==> src/rtl/video_timing_gen.sv <==
`default_nettype none
// ============================================================================
//  video_timing_gen
//  Raster timing source: pixel coordinates, syncs, data enable and line/frame
//  start pulses, all registered and aligned to the same pixel position.
//  Revision: 1.0
// ============================================================================
module video_timing_gen #(
   parameter int H_ACTIVE = 1280,
   parameter int H_FRONT  = 110,
   parameter int H_SYNC   = 40,
   parameter int H_BACK   = 220,
   parameter int V_ACTIVE = 720,
   parameter int V_FRONT  = 5,
   parameter int V_SYNC   = 5,
   parameter int V_BACK   = 20,
   parameter int SYNC_POL = 1
) (
   input  logic        i_clk,
   input  logic        i_rst,
   input  logic        i_pix_en,
   output logic [15:0] o_x,
   output logic [15:0] o_y,
   output logic        o_h_sync,
   output logic        o_v_sync,
   output logic        o_de,
   output logic        o_frame_start,
   output logic        o_line_start
);

   localparam int c_h_total = H_ACTIVE + H_FRONT + H_SYNC + H_BACK;
   localparam int c_v_total = V_ACTIVE + V_FRONT + V_SYNC + V_BACK;

   localparam logic [15:0] c_h_last   = 16'(c_h_total - 1);
   localparam logic [15:0] c_h_fp_beg = 16'(H_ACTIVE);
   localparam logic [15:0] c_h_sy_beg = 16'(H_ACTIVE + H_FRONT);
   localparam logic [15:0] c_h_bp_beg = 16'(H_ACTIVE + H_FRONT + H_SYNC);
   localparam logic [15:0] c_v_last   = 16'(c_v_total - 1);
   localparam logic [15:0] c_v_fp_beg = 16'(V_ACTIVE);
   localparam logic [15:0] c_v_sy_beg = 16'(V_ACTIVE + V_FRONT);
   localparam logic [15:0] c_v_bp_beg = 16'(V_ACTIVE + V_FRONT + V_SYNC);
   localparam logic        c_pol      = (SYNC_POL != 0);

   generate
      if (H_SYNC < 1 || V_SYNC < 1 || c_h_total > 65535 || c_v_total > 65535) begin : g_bad_params
         $fatal(1, "video_timing_gen: sync widths must be >= 1 and totals <= 65535");
      end
   endgenerate

   typedef enum logic [1:0] {H_ACT = 2'd0, H_FP = 2'd1, H_SY = 2'd2, H_BP = 2'd3} h_state_t;
   typedef enum logic [1:0] {V_ACT = 2'd0, V_FP = 2'd1, V_SY = 2'd2, V_BP = 2'd3} v_state_t;

   // Zero-width porches collapse to equal boundaries, so that phase is skipped.
   function automatic h_state_t h_phase(input logic [15:0] x);
      if (x < c_h_fp_beg)      return H_ACT;
      else if (x < c_h_sy_beg) return H_FP;
      else if (x < c_h_bp_beg) return H_SY;
      else                     return H_BP;
   endfunction

   function automatic v_state_t v_phase(input logic [15:0] y);
      if (y < c_v_fp_beg)      return V_ACT;
      else if (y < c_v_sy_beg) return V_FP;
      else if (y < c_v_bp_beg) return V_SY;
      else                     return V_BP;
   endfunction

   h_state_t    r_h_state, w_h_state_nxt;
   v_state_t    r_v_state, w_v_state_nxt;
   logic [15:0] w_x_nxt, w_y_nxt;
   logic        w_h_wrap, w_v_wrap;

   always_comb begin
      w_x_nxt       = o_x;
      w_y_nxt       = o_y;
      w_h_wrap      = 1'b0;
      w_v_wrap      = 1'b0;
      w_h_state_nxt = r_h_state;
      w_v_state_nxt = r_v_state;
      if (i_pix_en) begin
         if (o_x == c_h_last) begin
            w_x_nxt  = 16'd0;
            w_h_wrap = 1'b1;
            if (o_y == c_v_last) begin
               w_y_nxt  = 16'd0;
               w_v_wrap = 1'b1;
            end else begin
               w_y_nxt = o_y + 16'd1;
            end
         end else begin
            w_x_nxt = o_x + 16'd1;
         end
         w_h_state_nxt = h_phase(w_x_nxt);
         // Vertical phase only moves at the line boundary.
         if (w_h_wrap) begin
            w_v_state_nxt = v_phase(w_y_nxt);
         end
      end
   end

   always_ff @(posedge i_clk) begin
      if (i_rst) begin
         o_x           <= 16'd0;
         o_y           <= 16'd0;
         r_h_state     <= H_ACT;
         r_v_state     <= V_ACT;
         o_h_sync      <= ~c_pol;
         o_v_sync      <= ~c_pol;
         o_de          <= 1'b1;
         o_frame_start <= 1'b0;
         o_line_start  <= 1'b0;
      end else begin
         o_x           <= w_x_nxt;
         o_y           <= w_y_nxt;
         r_h_state     <= w_h_state_nxt;
         r_v_state     <= w_v_state_nxt;
         o_h_sync      <= (w_h_state_nxt == H_SY) ? c_pol : ~c_pol;
         o_v_sync      <= (w_v_state_nxt == V_SY) ? c_pol : ~c_pol;
         o_de          <= (w_h_state_nxt == H_ACT) && (w_v_state_nxt == V_ACT);
         o_frame_start <= w_v_wrap;
         o_line_start  <= w_h_wrap;
      end
   end

endmodule
`default_nettype wire
==> config.mk <==
export PLATFORM = sky130hd
export DESIGN_NAME = video_timing_gen
export DESIGN_NICKNAME = d
export VERILOG_FILES = /design/src/rtl/video_timing_gen.sv
export SDC_FILE = /design/constraint.sdc
export NUM_CORES = 1
export LEC_CHECK = 0
export ABC_AREA = 1
export CORE_MARGIN = 2
export CORE_UTILIZATION = 56
export CTS_CLUSTER_SIZE = 24
export DETAILED_ROUTE_END_ITERATION = 10
export PLACE_DENSITY = 0.81
export SLEW_MARGIN = 20
export SYNTH_ARGS = -nofsm -noshare
export SYNTH_HDL_FRONTEND = slang
export SYNTH_SLANG_ARGS = --single-unit
==> constraint.sdc <==
create_clock -name i_clk -period 2.3 [get_ports i_clk]
set_input_delay 0.345 -clock i_clk [delete_from_list [all_inputs] [get_ports i_clk]]
set_output_delay 0.345 -clock i_clk [all_outputs]
set_load 0.1 [all_outputs]
# After elaboration in Yosys (flattened, before gate mapping)
# Cells that the tools add are included.
[classes] addsub=2 order_cmp=6 n_eq_ne=4 mux=19 bitwise_logic=2 reduce_logical=5
[ops] operator="$mux W16" count=5
[ops] operator="$lt A16 B10 Y1 const B" count=3
[ops] operator="$lt A16 B11 Y1 const B" count=3
[ops] operator="$add A16 B1 Y16 const B" count=2
[ops] operator="$eq A16 B10 Y1 const B" count=1
[ops] operator="$eq A16 B11 Y1 const B" count=1
[ops] operator="$mux W2" count=7
[ops] operator="$mux W1" count=7
[ops] operator="$eq A2 B2 Y1 const B" count=2
[ops] operator="$logic_not A2 Y1" count=2
[ops] operator="$reduce_or A3 Y1" count=1
[ops] operator="$not A1 Y1" count=2
[ops] operator="$reduce_or A2 Y1" count=1
[ops] operator="$logic_and A1 B1 Y1" count=1
[word_totals] register_bits=41 in_bits=3 output_inout_bits=37 elab_cells=47

# Logic depth before layout (Yosys ltp)
[depth] word_depth=12 ltp_mapped=21 ltp_nobuf=21

# Least setup slack after synthesis
# Ideal clock, no wire load.
[synth_timing] path_type="register to register" from="register o_y[0]" to="register o_de" setup_ns=0.120 t_arrival_ns=2.643 setup_slack_ns=-0.462 path_stages_with_launch=13 path_buffers=0 synth_period_minus_slack_ns=2.762 cell_sequence="dfxtp_1 > ha_1 > nand3_1 > nor2_1 > nand4_1 > nand2_1 > nand2_1 > nor2_1 > nand3_1 > a21oi_1 > nand2_1 > nand2_1 > o21bai_2"
[synth_via] elab_chain_cells=12
[synth_lines] item="start: declaration" line="23" rtl="output logic [15:0] o_y,"
[synth_lines] item="start signal: assignment" line="114" rtl="o_y <= w_y_nxt;"
[synth_lines] item="$add A16 B1 Y16 / $eq A16 B10 Y1 (equally long branches)" line="88, 84"
[synth_lines] item="$mux W16" line="84" rtl="if (o_y == c_v_last) begin"
[synth_lines] item="$mux W16 *" line="81" rtl="if (o_x == c_h_last) begin"
[synth_lines] item="$mux W16 *" line="80" rtl="if (i_pix_en) begin"
[synth_lines] item="$lt A16 B10 Y1" line="64" rtl="else if (y < c_v_bp_beg) return V_SY;"
[synth_lines] item="$mux W1" line="64"
[synth_lines] item="$mux W2" line="63" rtl="else if (y < c_v_sy_beg) return V_FP;"
[synth_lines] item="$mux W2 *" line="62" rtl="if (y < c_v_fp_beg) return V_ACT;"
[synth_lines] item="$mux W2 *" line="95" rtl="if (w_h_wrap) begin"
[synth_lines] item="$mux W2 *" line="80"
[synth_lines] item="$logic_not A2 Y1 *" line="119" rtl="o_de <= (w_h_state_nxt == H_ACT) && (w_v_state_nxt == V_ACT);"
[synth_lines] item="$logic_and A1 B1 Y1 *" line="119"
[synth_lines] item="end signal: assignment" line="119"
[synth_lines] item="end: declaration" line="26" rtl="output logic o_de,"
# Mark *: on every way between the ends. The rest lies on a longest branch, timed or not. The select of a mux whose other input is x is not followed.
# A chain may end at the register's enable or synchronous reset.

# Final worst setup path
[layout_timing] from="register o_y[1]" to="register o_de"
# The elaborated chain is that of the path after synthesis.

==> summary by stage <==
Routing
The pre-antenna-repair detailed-routing pass consisted of 5 iterations. The number of vias per cell is 5.509. Once detail routing completed, the nets flagged for antenna violations numbered 0. After detailed routing, the average wire length per cell comes to around 14 um.

In this run, the number of DRC markers left after iteration 0 of detailed routing was 328. Summing over every cut layer, the via total after detailed routing is between 3k and 4k. The number of DRC violations after detailed routing is 0.

The final routed wirelength across all metal layers is between 9000 and 10000 um.

Worst setup path
The endpoint class of the critical path is a register. The worst-case register-to-register setup slack is approximately 0.11 ns. The signal on the critical path passes through buf_4 > inv_1 > ha_4 > nand2_1 > nor2_1 > nand2_1 > buf_4 > nand3_2 > nand2_1 > nand2_1 > nor2_1 > nand3_2 > a21oi_1 > nand2_1 > nand3_1 > o21bai_2. The capture instance of the worst register-to-register path is o_de$_SDFF_PP1_.

The largest individual stage delay along the critical path comes from the cell sky130_fd_sc_hd__dfxtp_2. The startpoint identified for the worst register-to-register timing path is o_y[1]$_SDFFE_PP0P_. The arrival time of the worst setup path is roughly 2.4 ns.

STA classifies the critical path startpoint as a register. Of all nets on the critical path, the largest fanout is 5. The number of cell instances on the worst register-to-register path is 16. The critical path starts at o_y[1]$_SDFFE_PP0P_. The highest cell delay on the worst timing path is roughly 0.37 ns. The data required time at the worst endpoint is ~2.5 ns. The path type of the worst setup path is reg2reg. The most prevalent standard cell on the critical path is sky130_fd_sc_hd__nand2_1. The last element of the critical path is o_de$_SDFF_PP1_.

Synth
Sequential cells were found to cover 26.29% of the synthesized design area. The arithmetic-cell share of the synthesized area counting full adders, half adders and majority gates is ~1.6%. The distinct cell type count after synthesis is 34. The net count of the mapped netlist is about 550. The fraction of synthesized cell area taken by the top area cell type is roughly a quarter. The dominant cell type by area after synthesis is sky130_fd_sc_hd__dfxtp_1. After synthesis, the cell types taking the most area are sky130_fd_sc_hd__dfxtp_1, sky130_fd_sc_hd__nand2_1, sky130_fd_sc_hd__nor2_1. Multiplexer cells account for 0% of the synthesized area. The most used flip-flop cell after synthesis is sky130_fd_sc_hd__dfxtp_1.

Counting flops with a built-in enable in the synthesized netlist gives 0. The post-synthesis cell area is between 3000 and 4000 um2. The basic-gate share of the synthesized area counting and, or, nand and nor cells is 46.93%. The async set or reset register ratio after synthesis is 0%. The area share of xor/xnor cells in the synthesized design is about 1.4%. The Yosys warning count is 0. The combinational family with the most area after synthesis is simple AND/OR/NAND/NOR gates. Summing the areas of all compound-gate instances in the mapped netlist gives 12.79% of the synthesized area.

The synthesis-stage register bit count is a little over 40. The synthesized instance count is 542. The average instance area after synthesis is between 5 and 6 um2.

Final layout
The area growth from synthesis to layout is 23.69%. The number of standard cells in the final layout excluding fillers is 666. 0 antenna diodes ended up in the layout.

The fraction of final layout cells sized beyond drive strength 1 is 25.08%. Cells fill between 70% and 80% of the core in the end. After the last flow step, the layout net total stands at 600.

Placement
The count of port buffers added during placement is 39. Including well taps, the total number of placed cells is between 600 and 700. The sum of net half-perimeters after detailed placement is 7107 um. Timing analysis after detailed placement gives a worst setup slack of around 0.037 ns. The congestion estimate from routability-driven global placement came to around 1.

Floorplanning
The total die area is slightly above 6000 um2. The floorplan die height is around 80 um. The starting density of the core is between 50 and 60%. The floorplan has 27 rows. Measured along the x axis, the die boundary spans 78.66 um. Pin placement for this block handled 40 I/O pins. The placeable core region is 5439 um2.

Clock network
At the later pin of the worst-skew pair, clock insertion delay measures approximately 0.3 ns. Clock-pin slew was measured on the worst setup and hold paths at 0.08 ns. The total number of H-tree levels is 2. Clock tree synthesis inserted a total of 5 buffers. The hold buffer count at CTS is 0.

The root buffer cell chosen for the clock tree is sky130_fd_sc_hd__clkbuf_8. The number of buffers on the longest clock path is 2. The tree built by TritonCTS fans out to approximately 40 sinks.

The clock tree from TritonCTS is done.

Power
Summed over all cells, the static leakage comes to around 0.0018 uW. The power density over cell area is around 480 nW/um2. The maximum vdd ir drop is about 0.00035 V.

GRT
The global-route total usage across every layer is 30.77%. The total grt overflow is 0. The global-route wire length before repair is roughly 15000 um. The number of antenna violations at the first check in global routing is 0.

Entering global routing, the biggest net connects 23 pins. The via count of the first global-routing pass is between 3k and 4k.

STA
For the pin with the worst max-slew slack, the measured transition is 0.3006 ns. Setup violations remaining at the end of the flow were counted as 0. The clock arrives with a little over 0.008 ns of skew. The relative slew slack is roughly four fifths. In the finished design, the share of the clock period the worst path needs comes to between 90% and 100%.

The routed design could run at a clock period as short as 2.187 ns. The final count of pins violating max slew came to 0. The timing-limited maximum frequency is 457.3 MHz. The number of endpoints with negative hold slack in the final report is 0. The worst path meets setup with between 0.1 and 0.15 ns of slack.

Hold path
The type of the tightest min-delay check is reg2reg.

Run status
The run finished with clean final reports.

Run
Across the run, the number of max-cap violations was 0.
==> cell type report <==
type,instances,area [um2]
clock inverters,1,7.507
well taps,72,90.09
multi-input cells,416,2090
fillers,479,1578
repair buffers,60,466.7
inverters,69,259.0
flip-flops and latches,41,872.1
clock buffers,7,76.32
==> power breakdown <==
group	switching (uW)	total [uW]	internal [uW]
Sequential	62.5	811	749
Clock	261	477	215
Combinational	427	563	136
==> Yosys cell counts, types with 5 or more instances <==
cell,n
sky130_fd_sc_hd__nand4_1,12
sky130_fd_sc_hd__nand2_2,9
sky130_fd_sc_hd__o21ai_0,28
sky130_fd_sc_hd__nor2_1,71
sky130_fd_sc_hd__a21oi_1,29
sky130_fd_sc_hd__xor2_1,5
sky130_fd_sc_hd__nor3_1,8
sky130_fd_sc_hd__nand3_1,45
sky130_fd_sc_hd__nor2_2,7
sky130_fd_sc_hd__inv_1,57
sky130_fd_sc_hd__nand2_1,169
sky130_fd_sc_hd__clkbuf_1,9
sky130_fd_sc_hd__dfxtp_1,41
sky130_fd_sc_hd__inv_2,9
==> metrics by stage <==
step | hold slack [ns] | cell area [um2] | setup TNS [ns] | total power, uW
2_1_floorplan | 0.4513 | 3163 | 0 | 1239
3_3_place_gp | 0.4674 | 3587 | 0 | 1357
3_5_place_dp | 0.4669 | 3587 | 0 | 1365
4_1_cts | 0.4821 | 3676 | 0 | 1839
5_1_grt | 0.5381 | 3861 | -0.09570 | 1928
6_report | 0.4834 | 3861 | 0 | 1850
==> worst max-delay path, delay by kind of cell (launching register included) <==
kind / cells / cell delay [ns]
fa+ha+maj: 1 / 0.17
buf+inv: 3 / 0.38
simple gates: 10 / 0.96
compound gates: 2 / 0.20
flops: 1 / 0.37
==> per-layer routing <==
layer  GRT usage [%]  routed length [um]
met5               0                   0
met3           3.563                 821
met4           10.00                 211
met1           44.55                4338
met2           47.26                4217
==> logic make-up (layout without fill, tap and decap cells) <==
family	count (synthesis)	in the layout
compound gates	73	73
xor+xnor	5	5
fa+ha+maj	4	4
buf+inv	85	137
flops	41	41
simple gates	334	334
==> placed cells by master, fill, tap and decap left out, types with 2 or more instances in the layout <==
master / instances
sky130_fd_sc_hd__a31oi_1: 3
sky130_fd_sc_hd__buf_6: 3
sky130_fd_sc_hd__o21bai_1: 2
sky130_fd_sc_hd__o21ai_0: 28
sky130_fd_sc_hd__nor2_1: 64
sky130_fd_sc_hd__nand2_1: 166
sky130_fd_sc_hd__inv_2: 10
sky130_fd_sc_hd__inv_1: 56
sky130_fd_sc_hd__nor2_2: 8
sky130_fd_sc_hd__a21oi_1: 28
sky130_fd_sc_hd__nand4_1: 12
sky130_fd_sc_hd__dfxtp_4: 5
sky130_fd_sc_hd__nand2_2: 11
sky130_fd_sc_hd__clkbuf_8: 5
sky130_fd_sc_hd__clkbuf_1: 2
sky130_fd_sc_hd__nand3_2: 6
sky130_fd_sc_hd__o211ai_1: 2
sky130_fd_sc_hd__nor2_4: 9
sky130_fd_sc_hd__o21ai_1: 2
sky130_fd_sc_hd__xor2_1: 5
sky130_fd_sc_hd__dfxtp_2: 26
sky130_fd_sc_hd__nand3_1: 43
sky130_fd_sc_hd__clkinv_1: 3
sky130_fd_sc_hd__buf_4: 55
sky130_fd_sc_hd__a211oi_1: 4
sky130_fd_sc_hd__clkdlybuf4s50_1: 2
sky130_fd_sc_hd__nor3_1: 7
sky130_fd_sc_hd__dfxtp_1: 10
sky130_fd_sc_hd__ha_4: 4
==> worst min path at each step <==
| stage | startpoint | to | slack (ns) | cells after the start |
|---|---|---|---|---|
| after floorplan | r_h_state[0]$_SDFF_PP0_ | r_h_state[0]$_SDFF_PP0_ | 0.45 | 2 |
| after CTS | r_h_state[0]$_SDFF_PP0_ | r_h_state[0]$_SDFF_PP0_ | 0.48 | 2 |
| after detailed placement | r_h_state[0]$_SDFF_PP0_ | r_h_state[0]$_SDFF_PP0_ | 0.47 | 2 |
| final | r_h_state[0]$_SDFF_PP0_ | r_h_state[0]$_SDFF_PP0_ | 0.48 | 2 |
| after global routing | r_h_state[0]$_SDFF_PP0_ | r_h_state[0]$_SDFF_PP0_ | 0.54 | 2 |
| after global placement | r_h_state[0]$_SDFF_PP0_ | r_h_state[0]$_SDFF_PP0_ | 0.47 | 2 |
==> registers in the layout (all words and copies together), names as in the netlist <==
signal and flops:
o_line_start 1, r_v_state 2, o_frame_start 1, o_de 1
o_x 16, r_h_state 2, o_h_sync 1, o_y 16
o_v_sync 1
==> repair_timing <==
item	CTS	global route
buffers inserted	0	5
setup endpoints to repair	1	5
gates resized for setup	1	37
pin swaps	0	17
No activity file was read; power rests on OpenSTA's default activity.
